$ cat src/rtl/uart_rx_oversampled.sv
// uart_rx_oversampled
//   8N1 UART receiver (LSB first) with Oversample ticks per bit period.
//   The received byte is presented through a single-entry output register
//   with a valid/ready handshake toward the downstream skid buffer.
//
// Handshake: valid_o is raised when data_o holds an unconsumed byte and is
// held, with data_o stable, until the cycle in which ready_i is also high;
// a transfer happens exactly in a cycle where valid_o && ready_i.
//
// Ports
//   clk_i        system clock
//   rst_i        synchronous, active-high reset
//   rx_i         asynchronous serial input, idles high
//   data_o[7:0]  received byte
//   valid_o      data_o holds an unconsumed byte
//   ready_i      downstream accepts the byte
//   frame_err_o  one-cycle pulse: stop bit sampled low
//   overrun_o    one-cycle pulse: completed byte dropped, output register full
//   dbg_state    current receiver FSM state (debug observation)
module uart_rx_oversampled #(
  parameter int ClkFreqHz  = 16_000_000,
  parameter int BaudRate   = 1_000_000,
  parameter int Oversample = 16
) (
  input  logic       clk_i,
  input  logic       rst_i,
  input  logic       rx_i,
  output logic [7:0] data_o,
  output logic       valid_o,
  input  logic       ready_i,
  output logic       frame_err_o,
  output logic       overrun_o,
  output logic [2:0] dbg_state
);

  localparam int Divisor = ClkFreqHz / (BaudRate * Oversample);
  localparam int TickW   = (Divisor > 1) ? $clog2(Divisor) : 1;
  localparam int SampW   = $clog2(Oversample);

  if (Divisor < 1) begin : g_bad_divisor
    $error("uart_rx_oversampled: Divisor must be >= 1");
  end
  if ((Oversample < 4) || (Oversample % 2 != 0)) begin : g_bad_oversample
    $error("uart_rx_oversampled: Oversample must be even and >= 4");
  end

  localparam logic [TickW-1:0] TickLast = TickW'(Divisor - 1);
  localparam logic [SampW-1:0] SampMid  = SampW'(Oversample / 2 - 1);
  localparam logic [SampW-1:0] SampLast = SampW'(Oversample - 1);

  typedef enum logic [2:0] {
    IDLE  = 3'd0,
    START = 3'd1,
    DATA  = 3'd2,
    STOP  = 3'd3,
    BREAK = 3'd4
  } state_t;

  state_t            state;
  state_t            state_next;
  logic              rx_meta;
  logic              rx_s;
  logic [TickW-1:0]  tick_cnt;
  logic              tick;
  logic [SampW-1:0]  sample_cnt;
  logic [2:0]        bit_cnt;
  logic [7:0]        shift_reg;
  logic              shift_en;
  logic              deliver;
  logic              frame_err;
  logic              load_ok;

  assign dbg_state = state;
  assign tick      = (tick_cnt == TickLast);
  assign load_ok   = !valid_o || ready_i;

  // Two-flop synchronizer; resets to the idle (high) line level.
  always_ff @(posedge clk_i) begin
    if (rst_i) begin
      rx_meta <= 1'b1;
      rx_s    <= 1'b1;
    end else begin
      rx_meta <= rx_i;
      rx_s    <= rx_meta;
    end
  end

  // Held at zero in IDLE so the tick phase starts at the detected start edge.
  always_ff @(posedge clk_i) begin
    if (rst_i || (state == IDLE) || tick) begin
      tick_cnt <= '0;
    end else begin
      tick_cnt <= tick_cnt + 1'b1;
    end
  end

  // Sample counter restarts on every state change; within DATA it simply
  // wraps once per bit period.
  always_ff @(posedge clk_i) begin
    if (rst_i || (state_next != state)) begin
      sample_cnt <= '0;
    end else if (tick) begin
      sample_cnt <= (sample_cnt == SampLast) ? '0 : sample_cnt + 1'b1;
    end
  end

  always_comb begin
    state_next = state;
    shift_en   = 1'b0;
    deliver    = 1'b0;
    frame_err  = 1'b0;
    case (state)
      IDLE: begin
        if (!rx_s) state_next = START;
      end
      START: begin
        // Mid start bit: a line back high means the edge was a glitch.
        if (tick && (sample_cnt == SampMid)) begin
          state_next = rx_s ? IDLE : DATA;
        end
      end
      DATA: begin
        if (tick && (sample_cnt == SampLast)) begin
          shift_en = 1'b1;
          if (bit_cnt == 3'd7) state_next = STOP;
        end
      end
      STOP: begin
        if (tick && (sample_cnt == SampLast)) begin
          if (rx_s) begin
            deliver    = 1'b1;
            state_next = IDLE;
          end else begin
            frame_err  = 1'b1;
            state_next = BREAK;
          end
        end
      end
      BREAK: begin
        if (rx_s) state_next = IDLE;
      end
      default: state_next = IDLE;
    endcase
  end

  always_ff @(posedge clk_i) begin
    if (rst_i) begin
      state <= IDLE;
    end else begin
      state <= state_next;
    end
  end

  always_ff @(posedge clk_i) begin
    if (rst_i) begin
      bit_cnt   <= '0;
      shift_reg <= '0;
    end else if (state == START) begin
      bit_cnt <= '0;
    end else if (shift_en) begin
      shift_reg[bit_cnt] <= rx_s;
      bit_cnt            <= bit_cnt + 3'd1;
    end
  end

  // Output register: a delivery wins over the handshake clear, so a byte
  // arriving in the same cycle as a transfer keeps valid_o high.
  always_ff @(posedge clk_i) begin
    if (rst_i) begin
      data_o      <= '0;
      valid_o     <= 1'b0;
      frame_err_o <= 1'b0;
      overrun_o   <= 1'b0;
    end else begin
      frame_err_o <= frame_err;
      overrun_o   <= deliver && !load_ok;
      if (deliver && load_ok) begin
        data_o  <= shift_reg;
        valid_o <= 1'b1;
      end else if (valid_o && ready_i) begin
        valid_o <= 1'b0;
      end
    end
  end

endmodule

$ cat config.mk
export PLATFORM = sky130hd
export DESIGN_NAME = uart_rx_oversampled
export DESIGN_NICKNAME = d
export VERILOG_FILES = /design/src/rtl/uart_rx_oversampled.sv
export SDC_FILE = /design/constraint.sdc
export NUM_CORES = 1
export LEC_CHECK = 0
export BUFFER_PORTS_ARGS = -buffer_cell sky130_fd_sc_hd__buf_2
export CELL_PAD_IN_SITES_DETAIL_PLACEMENT = 0
export CELL_PAD_IN_SITES_GLOBAL_PLACEMENT = 1
export CORE_MARGIN = 10
export CORE_UTILIZATION = 40
export CTS_CLUSTER_DIAMETER = 40
export DETAILED_ROUTE_END_ITERATION = 8
export GPL_TIMING_DRIVEN = 0
export HOLD_SLACK_MARGIN = 0.03
export PLACE_DENSITY_LB_ADDON = 0.1
export SLEW_MARGIN = 10
export SYNTH_ARGS = -nofsm -noshare
export SYNTH_HDL_FRONTEND = slang
export SYNTH_SLANG_ARGS = --single-unit
$ cat constraint.sdc
create_clock -name clk_i -period 1.48 [get_ports clk_i]
set_input_delay 0.074 -clock clk_i [delete_from_list [all_inputs] [get_ports clk_i]]
set_output_delay 0.074 -clock clk_i [all_outputs]
set_load 0.01 [all_outputs]
-- Word level (Yosys, flattened, before mapping)
Index checks and enable logic that the tools add are counted.
- bits in registers: 32
- word-level logic and storage cells: 66
- output and inout port bits: 14
- reduce and logical (&&, ||, !) cells: 17
- bitwise gates (word level): 4
- $add $sub $neg: 3
- magnitude comparators: 2
- equal/unequal tests: 8
- multiplexer cells: 21
- operators with widths (cell ; count):
    2-to-1 mux 3 bit ; 7
    one-hot mux 3 bit (5 select lines) ; 1
    2-to-1 mux 1 bit ; 9
    bitwise mux 8 bit ; 1
    equality test 3 x 2 -> 1 bit (second input constant) ; 2
    equality test 3 bit (second input constant) ; 2
    logical AND 1 bit ; 6
    adder 4 x 1 -> 4 bit (second input constant) ; 1
    equality test 4 x 3 -> 1 bit (second input constant) ; 1
    equality test 4 bit (second input constant) ; 1
    logical OR 1 bit ; 4
    less-than comparator 3 x 4 -> 1 bit (second input constant) ; 1
    2-to-1 mux 4 bit ; 1
    NOT 1 bit ; 4
    adder 3 x 1 -> 3 bit (second input constant) ; 1
    demux 1 bit (select 3 bit) ; 1
    equality test 3 x 1 -> 1 bit (second input constant) ; 1
    >= comparator 3 x 1 -> 1 bit (second input constant) ; 1
    zero test 3 bit ; 1
    inequality test 3 bit ; 1
    OR reduction 3 bit ; 1
    zero test 1 bit ; 2
    2-to-1 mux 2 bit ; 1
    AND reduction 2 bit ; 1
    3 further kinds ; 3

-- Logic depth before layout (Yosys ltp)
Gate-level depths: netlist of run 1.
- depth in word-level cells: 6
- depth in mapped cells: 5
- depth with buffers taken out: 5

-- Least setup slack after synthesis of run 1
Ideal clock, no wire load.
- path type: register to register
- from: register sample_cnt[0]
- to: register sample_cnt[0]
- required time: 1.346 ns
- arrival: 1.442 ns
- path slack: -0.096 ns
- setup time: 0.134 ns
- cell stages (with the launch flop): 5
- clock period less this slack: 1.576 ns
- path buffers: 0
- cell sequence: dfxtp_1 ha_1 or4b_4 o211ai_2 nor3_1
- longest elaborated chain between the ends: 6
- elaborated cells between the ends (all ways): 12
- those cells by class: add/sub: 1; eq/ne: 3; mux: 5; reduce/logical: 3
- RTL lines (element ; RTL line ; source):
    from (decl) ; 65 ; logic [SampW-1:0] sample_cnt;
    from (signal assigned) ; 103 ; sample_cnt <= (sample_cnt == SampLast) ? '0 : sample_cnt + 1'b1;
    equality test 4 bit or equality test 4 x 3 -> 1 bit (tied branches) ; -- ;
    logical AND 1 bit, on equally long branches ; 123, 129, 118 ;
    2-to-1 mux 3 bit, on equally long branches ; 129, 118, 123 ;
    one-hot mux 3 bit (5 select lines) ; 112 ; case (state)
    inequality test 3 bit ; 100 ; if (rst_i || (state_next != state)) begin
    logical OR 1 bit ; 100 ;
Several ways; a longest one is shown, not always the timed one.
A chain may end at the register's enable or synchronous reset.

-- Worst setup path in the final report of run 1
- from: register sample_cnt[1]
- to: register sample_cnt[2]
The elaborated chain is that of the path after synthesis.

==> impl_metrics.toml, run 1 <==
[timing]
period_needed_ns = 1.46
tns_ns = 0
fmax_mhz = 686
hold_violations = 0
finalSetupViolCount = 0
skew_ns = 0.00572
layout_worst_path_cycle_share = 0.984
grt_setup_unrepaired = "yes"
timing.final.max_slew_violations = 0

[synth]
yosys.cell_types.count = 41
synth.ff_latch_count = 32
synth.yosys.seq_area_share = 0.419
yosysTopAreaCellShare = 0.419
avgSynthCellArea_sq_um = 9.99
synth.yosys.warnings = 0
synth-main-ff-cell = "dfxtp_1"
synth.cells.most_frequent = "dfxtp_1, mux2i_1, nand2_1, nand3_1, nor3_1"
synth_top_area_cell = "dfxtp_1"
synth_top_cells_by_area = "dfxtp_1, mux2i_1, nand2_1, nor3_2, or4b_4"
post_synth_instance_area_sq_um = 1530
mappedNetlistNets = 160
syn_inst = 153
synth-edff-count = 0
asyncSetResetFlopFracSynth = 0
yosysMostFrequentCell = "dfxtp_1"

[power_and_ir_drop]
vdd_ir_drop_max_v = 0.000649
power_density_nw_per_um2 = 945
power.leakage_nw = 0.801
design_power_total_mw = 1.79

[floorplanning]
dieWidth_um = 81.8
core_region_area_sq_um = 3690
io_pins = 18
dieArea_sq_um = 6700
start_util = 0.415
row_count = 22
die-height_um = 81.8

[global_route]
vias_in_the_first_global_route = 1151
grt.busiest_layer = "met2"
gr_util_met2 = 0.149
global_route.usage.met3 = 0.0306
grt_util_overall = 0.102
grt_first_pass_wirelength_mm = 5.33
global_route.usage.met1 = 0.132
grt_antenna_before_repair = 0
grt_remaining_overflow = 0
largest_net_degree_at_the_start_of_global_routing = 11

[clocking]
clock-sinks = 32
numCtsBuffers = 5
htree_levels = 2
tritoncts = "yes"
worst_setup_hold_path_clk_slew_ns = 0.06
clockBufferDepth = 2
clk_latency_ns = 0.28
clock_root_buffer_master = "clkbuf_8"

[routing]
dr.pass1.iters = 4
avgViaCountPerCell = 5.11
post-route-drc-count = 0
routedWlPerCell_um = 13.7
remaining_antenna_violation_count_after_routing = 0
detail_route.wirelength_mm = 3.17
drt_iter0_markers = 18
vias = 1180

[critical_path]
path_max_fanout = 4
worst-endpoint-arrival_ns = 1.62
critical-path-max-stage-delay_ns = 0.50
cp_top_family = "simple AND/OR/NAND/NOR gates"
worstPathBufferInverterCount = 0
worstSetupStartpointType = "flop"
crit_required_ns = 1.64
critPathCaptureType = "flop"
crit_type = "reg -> reg"
worst_path_max_delay_cell = "or4b_4"
timing.critical_path.cells = "ha_4, or4b_4, o211ai_4, nor3_1"

[job]
maxCapViolCount = 0

[finish]
post_route_cells_drive_above_1_share = 0.350
n_fill_cell = 364
relative_area_change_from_synthesis_to_final_layout_pct = 23.7
fin_area_sq_um = 1890
n_antenna_cell = 0
final_net_count = 189
post-route-util = 0.513

[placement]
placed_area_sq_um = 1690
rd_place_congestion = 0.775
dpl.hpwl_mm = 2.27
port-buffer-count = 17

[run_status]
status = "finished, final reports clean"

[min_path]
min-delay-path-class = "in -> reg"
-- kinds of logic after synthesis --
logic type / Yosys count / share of synthesized area
fa+ha+maj: 3 / 0.0246
flops: 32 / 0.419
xor+xnor: 2 / 0.0115
compound gates: 12 / 0.0573
other cells: 1 / 0.00245
mux: 20 / 0.131
buf+inv: 13 / 0.0466
simple gates: 70 / 0.308
-- placed cells by master, fill, tap and decap left out, drive strengths merged, types with 4 or more instances in the layout --
cell type and instances:
nand3b 4, nand3 8, nor2 6, nor3 13
clkbuf 11, mux2i 20, dfxtp 32, nand2 19
buf 27
-- final timing paths --
kind	startpoint	to	slack [ns]	cells past startpoint
worst min register to register	rx_meta$_SDFF_PP1_	rx_s$_SDFF_PP1_	0.43	1
worst min-delay path	rst_i	dbg_state[2]$_SDFF_PP0_	0.04	2
worst max register to register	sample_cnt[1]$_SDFFE_PP0N_	sample_cnt[2]$_SDFFE_PP0N_	0.02	4
worst max-delay path	sample_cnt[1]$_SDFFE_PP0N_	sample_cnt[2]$_SDFFE_PP0N_	0.02	4
-- per-layer routing --
layer	vias to the layer above	wire length [um]
li1	602	-
met1	555	1560
met2	18	1430
met3	5	142
met4	0	37
met5	-	0
-- timing repair --
action / CTS / global route
endpoints found under the setup margin: 7 / 22
setup buffers: 1 / 3
gates cloned: 0 / 0
pin swaps: 3 / 3
resized for setup: 5 / 12
endpoints found under the hold margin: 1 / 0
hold buffers: 1 / 0
-- area by class of cell --
| class | count | area [sq um] | share of cell area |
|---|---|---|---|
| sequential | 32 | 653 | 0.345 |
| inverter | 2 | 7.51 | 0.00397 |
| clock buffer | 6 | 72.6 | 0.0384 |
| timing repair buffer | 22 | 125 | 0.0661 |
| multi-input combinational | 108 | 870 | 0.460 |
| tap | 48 | 60.1 | 0.0317 |
| clock inverter | 2 | 35.0 | 0.0185 |
| buffer | 11 | 68.8 | 0.0364 |
-- stage by stage --
step	hold slack, ns	instances	setup slack [ns]
3_3_place_gp	0.259	218	-0.101
4_1_cts	0.0361	228	0.00922
3_5_place_dp	0.268	218	-0.140
6_report	0.0384	231	0.0230
5_1_grt	0.0539	231	-0.0427
2_1_floorplan	0.143	153	0.0178
-- report_power, final --
part / leakage (nW) / total [mW] / internal [mW] / switching (mW)
combinational: 0.483 / 0.0962 / 0.0426 / 0.0537
sequential: 0.262 / 0.877 / 0.870 / 0.00702
clock: 0.0552 / 0.814 / 0.499 / 0.315
total: 0.801 / 1.79 / 1.41 / 0.376
Note: power is estimated with default switching activity, not from simulation.
==> run 2, diff against run 1 <==
Settings changed: CORE_MARGIN 10 to 2, SKIP_CTS_REPAIR_TIMING from default to 1, SKIP_LAST_GASP from default to 1.
==> run 2 against run 1 <==
The flow now finishes with violations (setup timing). Highest routed layer unchanged. Global-route usage rose by 6.3 points. Clock power down 15%. Via count increased by 1.8%. Non-clock buffer count unchanged.
==> impl_metrics.toml, run 2 (synthesis results as in run 1) <==
[clocking]
htree_levels = 2
tritoncts = "yes"
clock_root_buffer_master = "clkbuf_8"
clock-sinks = 32
clockBufferDepth = 2
clk_latency_ns = 0.28
worst_setup_hold_path_clk_slew_ns = 0.07
numCtsBuffers = 5

[timing]
worstMarginPinSlew_ns = 0.501
period_needed_ns = 1.50
hold_violations = 0
grt_setup_unrepaired = "yes"
layout_worst_path_cycle_share = 1.01
worst_slack_ns = -0.0160
finalSetupViolCount = 1
skew_ns = 0.00439
timing.final.max_slew_violations = 0
max_slew_margin = 0.666
fin_worst_hold_slack_ns = 0.0478
fmax_mhz = 668

[floorplanning]
dieArea_sq_um = 4330
dieWidth_um = 65.8
io_pins = 18
core_region_area_sq_um = 3660
row_count = 22
die-height_um = 65.8
start_util = 0.418

[placement]
rd_place_congestion = 0.760
placed_area_sq_um = 1690
port-buffer-count = 17
dpl.hpwl_mm = 2.18

[global_route]
vias_in_the_first_global_route = 1146
grt_antenna_before_repair = 0
grt_remaining_overflow = 0
grt_util_overall = 0.166
grt_first_pass_wirelength_mm = 5.35
largest_net_degree_at_the_start_of_global_routing = 11

[critical_path]
worst-endpoint-arrival_ns = 1.65
crit_type = "reg -> reg"
critPathCaptureType = "flop"
path_max_fanout = 5
crit_required_ns = 1.64
worstSetupStartpointType = "flop"

[routing]
remaining_antenna_violation_count_after_routing = 0
dr.pass1.iters = 4
drt_iter0_markers = 41
vias = 1201
detail_route.wirelength_mm = 3.24
post-route-drc-count = 0
avgViaCountPerCell = 5.20
routedWlPerCell_um = 14.0

[job]
maxCapViolCount = 0

[power_and_ir_drop]
power_density_nw_per_um2 = 877
vdd_ir_drop_max_v = 0.000571
design_power_total_mw = 1.66
power.leakage_nw = 0.806

[finish]
final_cell_mix = "dfxtp_1, buf_2, mux2i_1, nand2_1, nor3_2"
relative_area_change_from_synthesis_to_final_layout_pct = 23.6
post_route_cells_drive_above_1_share = 0.366
fin_area_sq_um = 1890
final_net_count = 189
layout_commonest_cell = "dfxtp_1"
n_antenna_cell = 0
post-route-util = 0.516

[run_status]
failed_checks = "setup timing"
status = "complete, but fails checks"

[min_path]
min-delay-path-class = "in -> reg"
-- run 2: cell count changes in the layout (fill, tap and decap cells not counted), sizes merged --
cell    before  now
bufinv       1    0
clkinv       1    2
-- run 2: path summary, 6_finish.rpt --
kind	start	cells after the start	slack, ns	endpoint
max	sample_cnt[1]$_SDFFE_PP0N_	4	-0.02	sample_cnt[3]$_SDFFE_PP0N_
min	rst_i	2	0.05	valid_o$_SDFFE_PP0P_
max reg2reg	sample_cnt[1]$_SDFFE_PP0N_	4	-0.02	sample_cnt[3]$_SDFFE_PP0N_
min reg2reg	rx_meta$_SDFF_PP1_	1	0.41	rx_s$_SDFF_PP1_
-- run 2: critical path: stages, from the launching register on --
cell and delay (ns):
dfxtp_4 0.37, ha_4 0.16, or4b_4 0.50, o211ai_4 0.25, nor3_1 0.09
-- run 2: area by class of cell --
| class | instances | area, sq um |
|---|---|---|
| Fill cell | 354 | 1770 |
| Multi-Input combinational cell | 108 | 880 |
| Sequential cell | 32 | 653 |
| Timing Repair Buffer | 22 | 125 |
| Clock buffer | 6 | 82.6 |
| Buffer | 11 | 71.3 |
| Tap cell | 48 | 60.1 |
| Clock inverter | 2 | 10.0 |
| Inverter | 2 | 7.51 |
-- run 2: power breakdown --
part           switching, mW  total (mW)  internal, mW  leakage (nW)
Clock                  0.317       0.688         0.371        0.0510
Combinational         0.0525      0.0895        0.0371         0.493
Sequential           0.00923       0.879         0.870         0.262
Total                  0.379        1.66          1.28         0.806
-- run 2: metrics by stage --
stage / setup TNS (ns) / cells / setup slack (ns)
floorplan: 0 / 153 / 0.0178
global placement: -0.498 / 218 / -0.100
detailed placement: -0.688 / 218 / -0.130
CTS: -0.807 / 226 / -0.141
global route: -0.299 / 231 / -0.0777
finish: -0.0160 / 231 / -0.0160
-- run 2: routing by layer --
| metal | vias to the layer above | routed length [um] | part of all wire | global-route usage |
|---|---|---|---|---|
| met3 | 4 | 92 | 0.028 | 0.0562 |
| met1 | 573 | 1620 | 0.50 | 0.217 |
| met2 | 18 | 1500 | 0.46 | 0.251 |
| met4 | 0 | 36 | 0.011 | 0.0625 |
| met5 | - | 0 | 0 | 0 |
| li1 | 606 | - | - | - |
